File: config.mk
export PLATFORM = sky130hd
export DESIGN_NAME = pipe_stage_reg
export DESIGN_NICKNAME = d
export VERILOG_FILES = /design/src/rtl/pipe_stage_reg.sv
export SDC_FILE = /design/constraint.sdc
export NUM_CORES = 1
export LEC_CHECK = 0
export CAP_MARGIN = 30
export CORE_AREA = 2 2 179 181
export DETAILED_ROUTE_END_ITERATION = 10
export DIE_AREA = 0 0 181 183
export PLACE_DENSITY_LB_ADDON = 0.1
export SYNTH_ARGS = -nofsm -noshare
export SYNTH_HDL_FRONTEND = slang
export SYNTH_SLANG_ARGS = --single-unit
File: constraint.sdc
create_clock -name clk -period 1.56 [get_ports clk]
set_input_delay 0.312 -clock clk [delete_from_list [all_inputs] [get_ports clk]]
set_output_delay 0.312 -clock clk [all_outputs]
set_load 0.01 [all_outputs]
File: src/rtl/pipe_stage_reg.sv
// Inter-stage pipeline register for the 5-stage MIPS core: payload latch with
// bubble/flush handling, exception redirect, Tnew countdown and perf counters.

// One data channel of the stage latch: hold, clear-to-bubble or load.
module pipe_stage_ch #(
    parameter int DATA_W = 32
) (
    input  logic              clk,
    input  logic              reset,
    input  logic              en_i,
    input  logic              clr_i,
    input  logic [DATA_W-1:0] d_i,
    output logic [DATA_W-1:0] q_o
);
    logic [DATA_W-1:0] data_q;

    // Channel register; a cleared channel carries zero so bubbles look inert downstream.
    always_ff @(posedge clk or negedge reset) begin
        if (!reset)      data_q <= '0;
        else if (en_i)   data_q <= clr_i ? '0 : d_i;
    end

    assign q_o = data_q;
endmodule

module pipe_stage_reg #(
    parameter int          DATA_W = 32,
    parameter int          N_CH   = 3,
    parameter int          TNEW_W = 2,
    parameter int          EXC_W  = 5,
    parameter int          CNT_W  = 16,
    parameter logic [31:0] EXC_PC = 32'h0000_4180
) (
    input  logic                   clk,
    input  logic                   reset,
    input  logic                   stall,
    input  logic                   flush,
    input  logic                   exc_req,
    input  logic                   in_valid,
    input  logic [31:0]            in_pc,
    input  logic [31:0]            in_ins,
    input  logic                   in_bd,
    input  logic [EXC_W-1:0]       in_exc,
    input  logic [TNEW_W-1:0]      in_tnew,
    input  logic [N_CH*DATA_W-1:0] in_data,
    output logic                   out_valid,
    output logic [31:0]            out_pc,
    output logic [31:0]            out_ins,
    output logic                   out_bd,
    output logic [EXC_W-1:0]       out_exc,
    output logic [TNEW_W-1:0]      out_tnew,
    output logic [N_CH*DATA_W-1:0] out_data,
    output logic [CNT_W-1:0]       stall_cnt,
    output logic [CNT_W-1:0]       bubble_cnt
);
    localparam logic [31:0] RST_PC = 32'h0000_3000;

    logic              valid_q, valid_d;
    logic [31:0]       pc_q, pc_d;
    logic [31:0]       ins_q, ins_d;
    logic              bd_q, bd_d;
    logic [EXC_W-1:0]  exc_q, exc_d;
    logic [TNEW_W-1:0] tnew_q, tnew_d;
    logic [CNT_W-1:0]  stall_cnt_q, stall_cnt_d;
    logic [CNT_W-1:0]  bubble_cnt_q, bubble_cnt_d;

    // Exception beats stall, so the channels must still update when exc_req is set.
    logic ch_en, ch_clr;
    assign ch_en  = exc_req | ~stall;
    assign ch_clr = exc_req | flush;

    genvar k;
    generate
        for (k = 0; k < N_CH; k++) begin : g_ch
            pipe_stage_ch #(.DATA_W(DATA_W)) u_ch (
                .clk   (clk),
                .reset (reset),
                .en_i  (ch_en),
                .clr_i (ch_clr),
                .d_i   (in_data[k*DATA_W +: DATA_W]),
                .q_o   (out_data[k*DATA_W +: DATA_W])
            );
        end
    endgenerate

    // Next-state: exception > stall > flush > normal load; default is hold.
    always_comb begin
        valid_d      = valid_q;
        pc_d         = pc_q;
        ins_d        = ins_q;
        bd_d         = bd_q;
        exc_d        = exc_q;
        tnew_d       = tnew_q;
        stall_cnt_d  = stall_cnt_q;
        bubble_cnt_d = bubble_cnt_q;
        if (exc_req) begin
            valid_d = 1'b0;
            pc_d    = EXC_PC;
            ins_d   = '0;
            bd_d    = 1'b0;
            exc_d   = '0;
            tnew_d  = '0;
        end else if (stall) begin
            if (stall_cnt_q != '1) stall_cnt_d = stall_cnt_q + CNT_W'(1);
        end else if (flush) begin
            // PC and BD survive the bubble so a later exception reports the right EPC/BD.
            valid_d = 1'b0;
            pc_d    = in_pc;
            ins_d   = '0;
            bd_d    = in_bd;
            exc_d   = '0;
            tnew_d  = '0;
            if (bubble_cnt_q != '1) bubble_cnt_d = bubble_cnt_q + CNT_W'(1);
        end else begin
            valid_d = in_valid;
            pc_d    = in_pc;
            ins_d   = in_ins;
            bd_d    = in_bd;
            exc_d   = in_exc;
            tnew_d  = (in_valid && in_tnew != '0) ? in_tnew - TNEW_W'(1) : '0;
        end
    end

    // Control/payload state register with async active-low reset.
    always_ff @(posedge clk or negedge reset) begin
        if (!reset) begin
            valid_q      <= 1'b0;
            pc_q         <= RST_PC;
            ins_q        <= '0;
            bd_q         <= 1'b0;
            exc_q        <= '0;
            tnew_q       <= '0;
            stall_cnt_q  <= '0;
            bubble_cnt_q <= '0;
        end else begin
            valid_q      <= valid_d;
            pc_q         <= pc_d;
            ins_q        <= ins_d;
            bd_q         <= bd_d;
            exc_q        <= exc_d;
            tnew_q       <= tnew_d;
            stall_cnt_q  <= stall_cnt_d;
            bubble_cnt_q <= bubble_cnt_d;
        end
    end

    assign out_valid  = valid_q;
    assign out_pc     = pc_q;
    assign out_ins    = ins_q;
    assign out_bd     = bd_q;
    assign out_exc    = exc_q;
    assign out_tnew   = tnew_q;
    assign stall_cnt  = stall_cnt_q;
    assign bubble_cnt = bubble_cnt_q;
endmodule

# Word-level counts from Yosys, hierarchy flattened
# Index checks and enable logic that the tools add are counted.
dict set report word_totals {
  ff_bits 201
}
dict set report classes {
  n_eq_ne 3
  reduce_logical 4
  n_addsub 3
  bitwise 4
  muxes 20
}
# cell n
set ops {}
lappend ops {{32-bit two-way mux} 8}
lappend ops {{16-bit by 1-bit adder with 16-bit output, second input constant} 2}
lappend ops {{16-bit != test, second input constant} 2}
lappend ops {{5-bit two-way mux} 3}
lappend ops {{2-bit two-way mux} 4}
lappend ops {{1-bit two-way mux} 5}
lappend ops {{4-bit AND reduction} 1}
lappend ops {{3-bit AND reduction} 1}
lappend ops {{2-bit by 1-bit != test with 1-bit output, second input constant} 1}
lappend ops {{1-bit inverter} 2}
lappend ops {{1-bit bitwise OR} 2}
lappend ops {{2-bit nonzero test} 1}
lappend ops {{2-bit by 1-bit subtractor with 2-bit output, second input constant} 1}
lappend ops {{1-bit logical AND} 1}

# Depth between registers and ports, before layout
dict set report depth {
  depth_word 6
  ltp_mapped 6
  mapped_depth_nobuf 5
}

# Hierarchy
# From an unflattened synthesis, not the netlist that was laid out.
dict set report unflattened {
  hier_cells 765
  hier_area_um2 8580.7
}
# module cells_each instances area_each_um2
set by_module_without_submodules {}
lappend by_module_without_submodules {pipe_stage_reg 351 1 4357.9}
lappend by_module_without_submodules {pipe_stage_ch 138 3 1407.6}

# Least setup slack after synthesis
# No wires, ideal clock.
dict set report synth_path {
  path_type {register to register}
  from {reg stall_cnt_q[0] (netlist: stall_cnt[0])}
  to {reg stall_cnt_q[1] (netlist: stall_cnt[1])}
  t_required_ns 1.435
  t_arrival_ns 1.594
  n_path_buf 0
  slack_ns -0.159
  stages_incl_launch_ff 5
  cell_sequence {dfrtp_1 -> ha_1 -> nand4_1 -> o41a_1 -> mux2_4}
}
dict set report synth_between {
  elab_chain_cells 2
  elab_cells_between_ends 3
}
# item line_no
set synth_lines {}
lappend synth_lines {{start: declaration} 64} ;# logic [CNT_W-1:0] stall_cnt_q, stall_cnt_d;
lappend synth_lines {{start signal: assignment} 142} ;# stall_cnt_q <= stall_cnt_d;
lappend synth_lines {{parallel branches: the longest is 2 deep, another holds 16-bit by 1-bit adder with 16-bit output} -}
# Several ways; the timed one is not identified.
# A chain may end at the register's enable or synchronous reset.

# Worst setup path after layout
dict set report layout_path {
  from {reg bubble_cnt_q[0] (netlist: bubble_cnt[0])}
  to {reg bubble_cnt_q[1] (netlist: bubble_cnt[1])}
}
dict set report layout_between {
  elab_chain_cells 2
  elab_cells_between_ends 3
}
# item line_no
set layout_lines {}
lappend layout_lines {{start: declaration} 65} ;# logic [CNT_W-1:0] bubble_cnt_q, bubble_cnt_d;
lappend layout_lines {{start signal: assignment} 143} ;# bubble_cnt_q <= bubble_cnt_d;
lappend layout_lines {{parallel branches: the longest is 2 deep, another holds 16-bit by 1-bit adder with 16-bit output} -}
# Several ways; the timed one is not identified.

==> flow_metrics.py <==
metrics = {
    "clocking": {
        "clock_sinks": 201,
        "cts.path.max_buffers": 3,
        "clkTransAtPathRegs_ns": 0.06,
        "worstSkewPairLatency_ns": 0.51,
        "numCtsBuffers": 24,
        "cts_tree": "done",
        "htreeDepth": 1,
        "clockRootBuffer": "clkbuf_16",
    },
    "critical_path": {
        "r2r-start": "bubble_cnt[0]",
        "r2r_setup_slack_ns": -0.01,
        "startpoint": "bubble_cnt[0]",
        "required_ns": 1.96,
        "rr_worst_depth": 5,
        "critPathKind": "flop to flop",
        "crit_arrival_ns": 1.98,
        "start_kind": "flop",
        "crit_path_end": "bubble_cnt[1]",
        "crit_fanout": 4,
        "cp-end-kind": "flop",
        "rr_endpoint": "bubble_cnt[1]",
    },
    "yosys": {
        "synth_fp_nets": 729,
        "seq_area_frac_synth": 0.6541,
        "ys_warn_count": 0,
        "synth_top_cell_by_area": "dfrtp_1",
        "synthCells": 552,
        "synthTopCellsByArea": "dfrtp_1, a22o_1, mux2i_1, xor2_1, nor2_1",
        "ys_ff_latch": 201,
        "async_flop_share": 1.000,
        "synth_area_um2": 7694,
        "synth_ff_type": "dfrtp_1",
        "avgSynthCellArea_um2": 13.94,
        "synth_top_area_share": 0.6473,
        "synth_edf_count": 0,
        "yosysUniqueCellTypes": 41,
    },
    "layout": {
        "diodes": 0,
        "fill_cells": 3054,
        "drive_gt1_frac": 0.2109,
        "nNetsFinal": 1207,
        "areaGrowthSynthToFinish_pct": 75.85,
        "design_area_um2": 13530,
        "fin_cells": 1445,
    },
    "die": {
        "die_area_um2": 33120,
        "rows": 65,
        "die_y_um": 183,
        "die_x_um": 181,
        "core_um2": 31230,
        "start_util": 0.2464,
        "ios": 375,
    },
    "pwr": {
        "p_seq_frac": 0.412,
        "ir_drop_uv": 610.0,
        "sw_frac_of_total": 0.2491,
        "intPower_mw": 10.56,
        "p_switching_mw": 3.504,
        "totalPowerFinal_mw": 14.07,
        "power.clock.fraction": 0.403,
        "p_leak_nw": 6.998,
        "powerDensity_nw_per_um2": 1040,
        "comb_power_share": 0.185,
    },
    "job": {
        "max_cap_viol_count": 0,
    },
    "timing": {
        "maxSlewViolCount": 0,
        "fin_ws_ns": -0.01345,
        "clock.fmax_ghz": 0.6355,
        "slew_headroom": 0.6009,
        "rsz0062_at_grt": "yes",
        "final-setup-viol-count": 3,
        "hold_viol": 0,
        "period_share": 1.009,
        "finalClockSkew_ns": 0.006148,
        "worst_pin_slew_ns": 0.5986,
        "min_period_ns": 1.573,
        "fin_setup_tns_ns": -0.03716,
    },
    "route": {
        "totalWireLength_mm": 26.66,
        "vias": 6419,
        "viasPerCell": 4.442,
        "drc": 0,
        "drt-initial-drc-count": 215,
        "firstDrtPassIters": 4,
        "wl_per_cell_um": 18.45,
        "ant_nets": 0,
    },
    "run_status": {
        "status": "finished, violations left",
        "violations": "setup timing",
    },
    "global_route": {
        "grt_pass1_vias": 6870,
        "grt_pass1_wl_mm": 40.80,
        "grt_max_degree": 45,
        "gr-total-overflow": 0,
        "grt_usage": 0.1564,
        "antenna_found_initial": 0,
    },
    "place": {
        "hpwl_mm": 19.46,
        "dpl_cell_area_um2": 12610,
        "dp_cells": 1376,
        "gp_congestion": 0.7095,
        "io_buffers": 374,
    },
    "min_path": {
        "hp-class": "input pin to asynchronous set/reset pin",
    },
}
==> sequential cells by signal (all words and copies together), names as in the netlist, 2 cells and up <==
signal         flops
bubble_cnt        16
g_ch.u_ch.q_o     96
out_exc            5
out_ins           32
out_pc            32
out_tnew           2
stall_cnt         16
==> per-layer routing <==
| layer | global-route usage | vias up | part of all wire |
|---|---|---|---|
| met3 | 0.05302 | 48 | 0.083 |
| met4 | 0.04846 | 0 | 0.028 |
| met5 | 0 | - | 0 |
| met1 | 0.1836 | 3135 | 0.39 |
| li1 | - | 3015 | - |
| met2 | 0.2709 | 221 | 0.50 |
==> worst min-delay path by stage <==
stage               start             to  slack, ns  depth (start not counted)
floorplan           reset  bubble_cnt[0]       0.02                          0
global placement    reset      out_pc[3]       0.22                          1
detailed placement  reset      out_pc[3]       0.23                          1
CTS                 reset      out_pc[3]       0.24                          2
global route        reset      out_pc[3]       0.27                          2
finish              reset      out_pc[3]       0.25                          2
==> metrics by stage <==
stage / setup WS [ns] / util / hold slack [ns]
after floorplan: -0.08443 / - / 0.01641
after global placement: -0.3708 / 0.4039 / 0.2245
after detailed placement: -0.4229 / 0.4039 / 0.2342
after CTS: -0.04040 / 0.4254 / 0.2376
after global routing: -0.08915 / 0.4332 / 0.2713
final: -0.01345 / 0.4332 / 0.2476
==> timing repair <==
action | in CTS | in global routing
pin swaps | 3 | 14
buffers inserted | 21 | 11
hold endpoints to repair | 19 | 0
endpoints found under the setup margin | 208 | 46
resized for setup | 305 | 50
hold buffers | 1 | 0
==> logic make-up (layout without fill, tap and decap cells) <==
group | count (synthesis) | in the layout | synth area share
buffers and inverters | 40 | 531 | 0.02244
flip-flops | 201 | 201 | 0.6541
multiplexers | 32 | 32 | 0.04245
AO/OA/AOI/OAI | 144 | 144 | 0.1615
XOR/XNOR | 28 | 28 | 0.03187
adder cells (fa/ha/maj) | 3 | 3 | 0.004879
AND/OR/NAND/NOR | 104 | 104 | 0.08278
==> synth_stat cells, types with 2 or more instances <==
master,count
nor3_1,8
clkbuf_1,18
nor2b_1,4
nor3b_1,2
and3_1,4
dfrtp_1,199
xor2_1,22
o21ai_0,4
ha_1,3
a211o_1,3
nand2_1,11
nand3_1,6
xnor2_1,6
inv_1,3
mux2i_1,30
nand4_1,10
dfstp_2,2
nor4_4,2
a22o_1,134
nand4_4,2
buf_1,6
buf_2,12
nand3b_1,2
nor2_1,36
nor4_1,7
==> critical path, cell delays in order, from the launching register on <==
cell     delay (ns)
dfrtp_1        0.41
ha_4           0.17
nand3_4        0.08
nor4_4         0.40
nor2_2         0.09
mux2_4         0.30
==> cell type report <==
type	count	area, µm²	area share
inverters	3	11.26	0.0008323
well taps	402	503.0	0.03718
clock buffers	34	719.4	0.05318
multi-input cells	311	2685	0.1985
clock inverters	5	75.07	0.005549
repair buffers	489	4499	0.3326
flip-flops and latches	201	5036	0.3722
==> power by group through the flow <==
stage               sequential, mW  clock (mW)  combinational, mW
detailed placement            5.86           0               2.49
global placement              5.87           0               2.49
floorplan                     6.05           0              0.532
CTS                           5.77        5.90               2.44
finish                        5.80        5.67               2.60
global route                  5.84        6.10               2.81
==> placed cells by master (no fill, tap or decap), drive strengths merged <==
master / netlist / routed
dfrtp: 199 / 199
clkdlybuf4s50: 0 / 171
dlygate4sd2: 0 / 151
buf: 19 / 143
a22o: 134 / 134
clkbuf: 18 / 38
nor2: 36 / 36
mux2i: 30 / 30
xor2: 22 / 22
clkdlybuf4s15: 0 / 19
nand4: 13 / 13
nand2: 11 / 11
nor3: 10 / 10
nor4: 9 / 9
xnor2: 6 / 6
nand3: 6 / 6
o21ai: 4 / 4
nor2b: 4 / 4
and3: 4 / 4
inv: 3 / 3
a211o: 3 / 3
clkinv: 0 / 3
nor3b: 3 / 3
ha: 3 / 3
nand3b: 2 / 2
mux2: 2 / 2
bufinv: 0 / 2
dfstp: 2 / 2
nor4b: 2 / 2
and4: 1 / 1
o41a: 1 / 1
nand2b: 1 / 1
or3b: 1 / 1
and3b: 1 / 1
a21oi: 1 / 1
a31oi: 1 / 1
dlygate4sd3: 0 / 1
No activity file was read; power rests on OpenSTA's default activity.
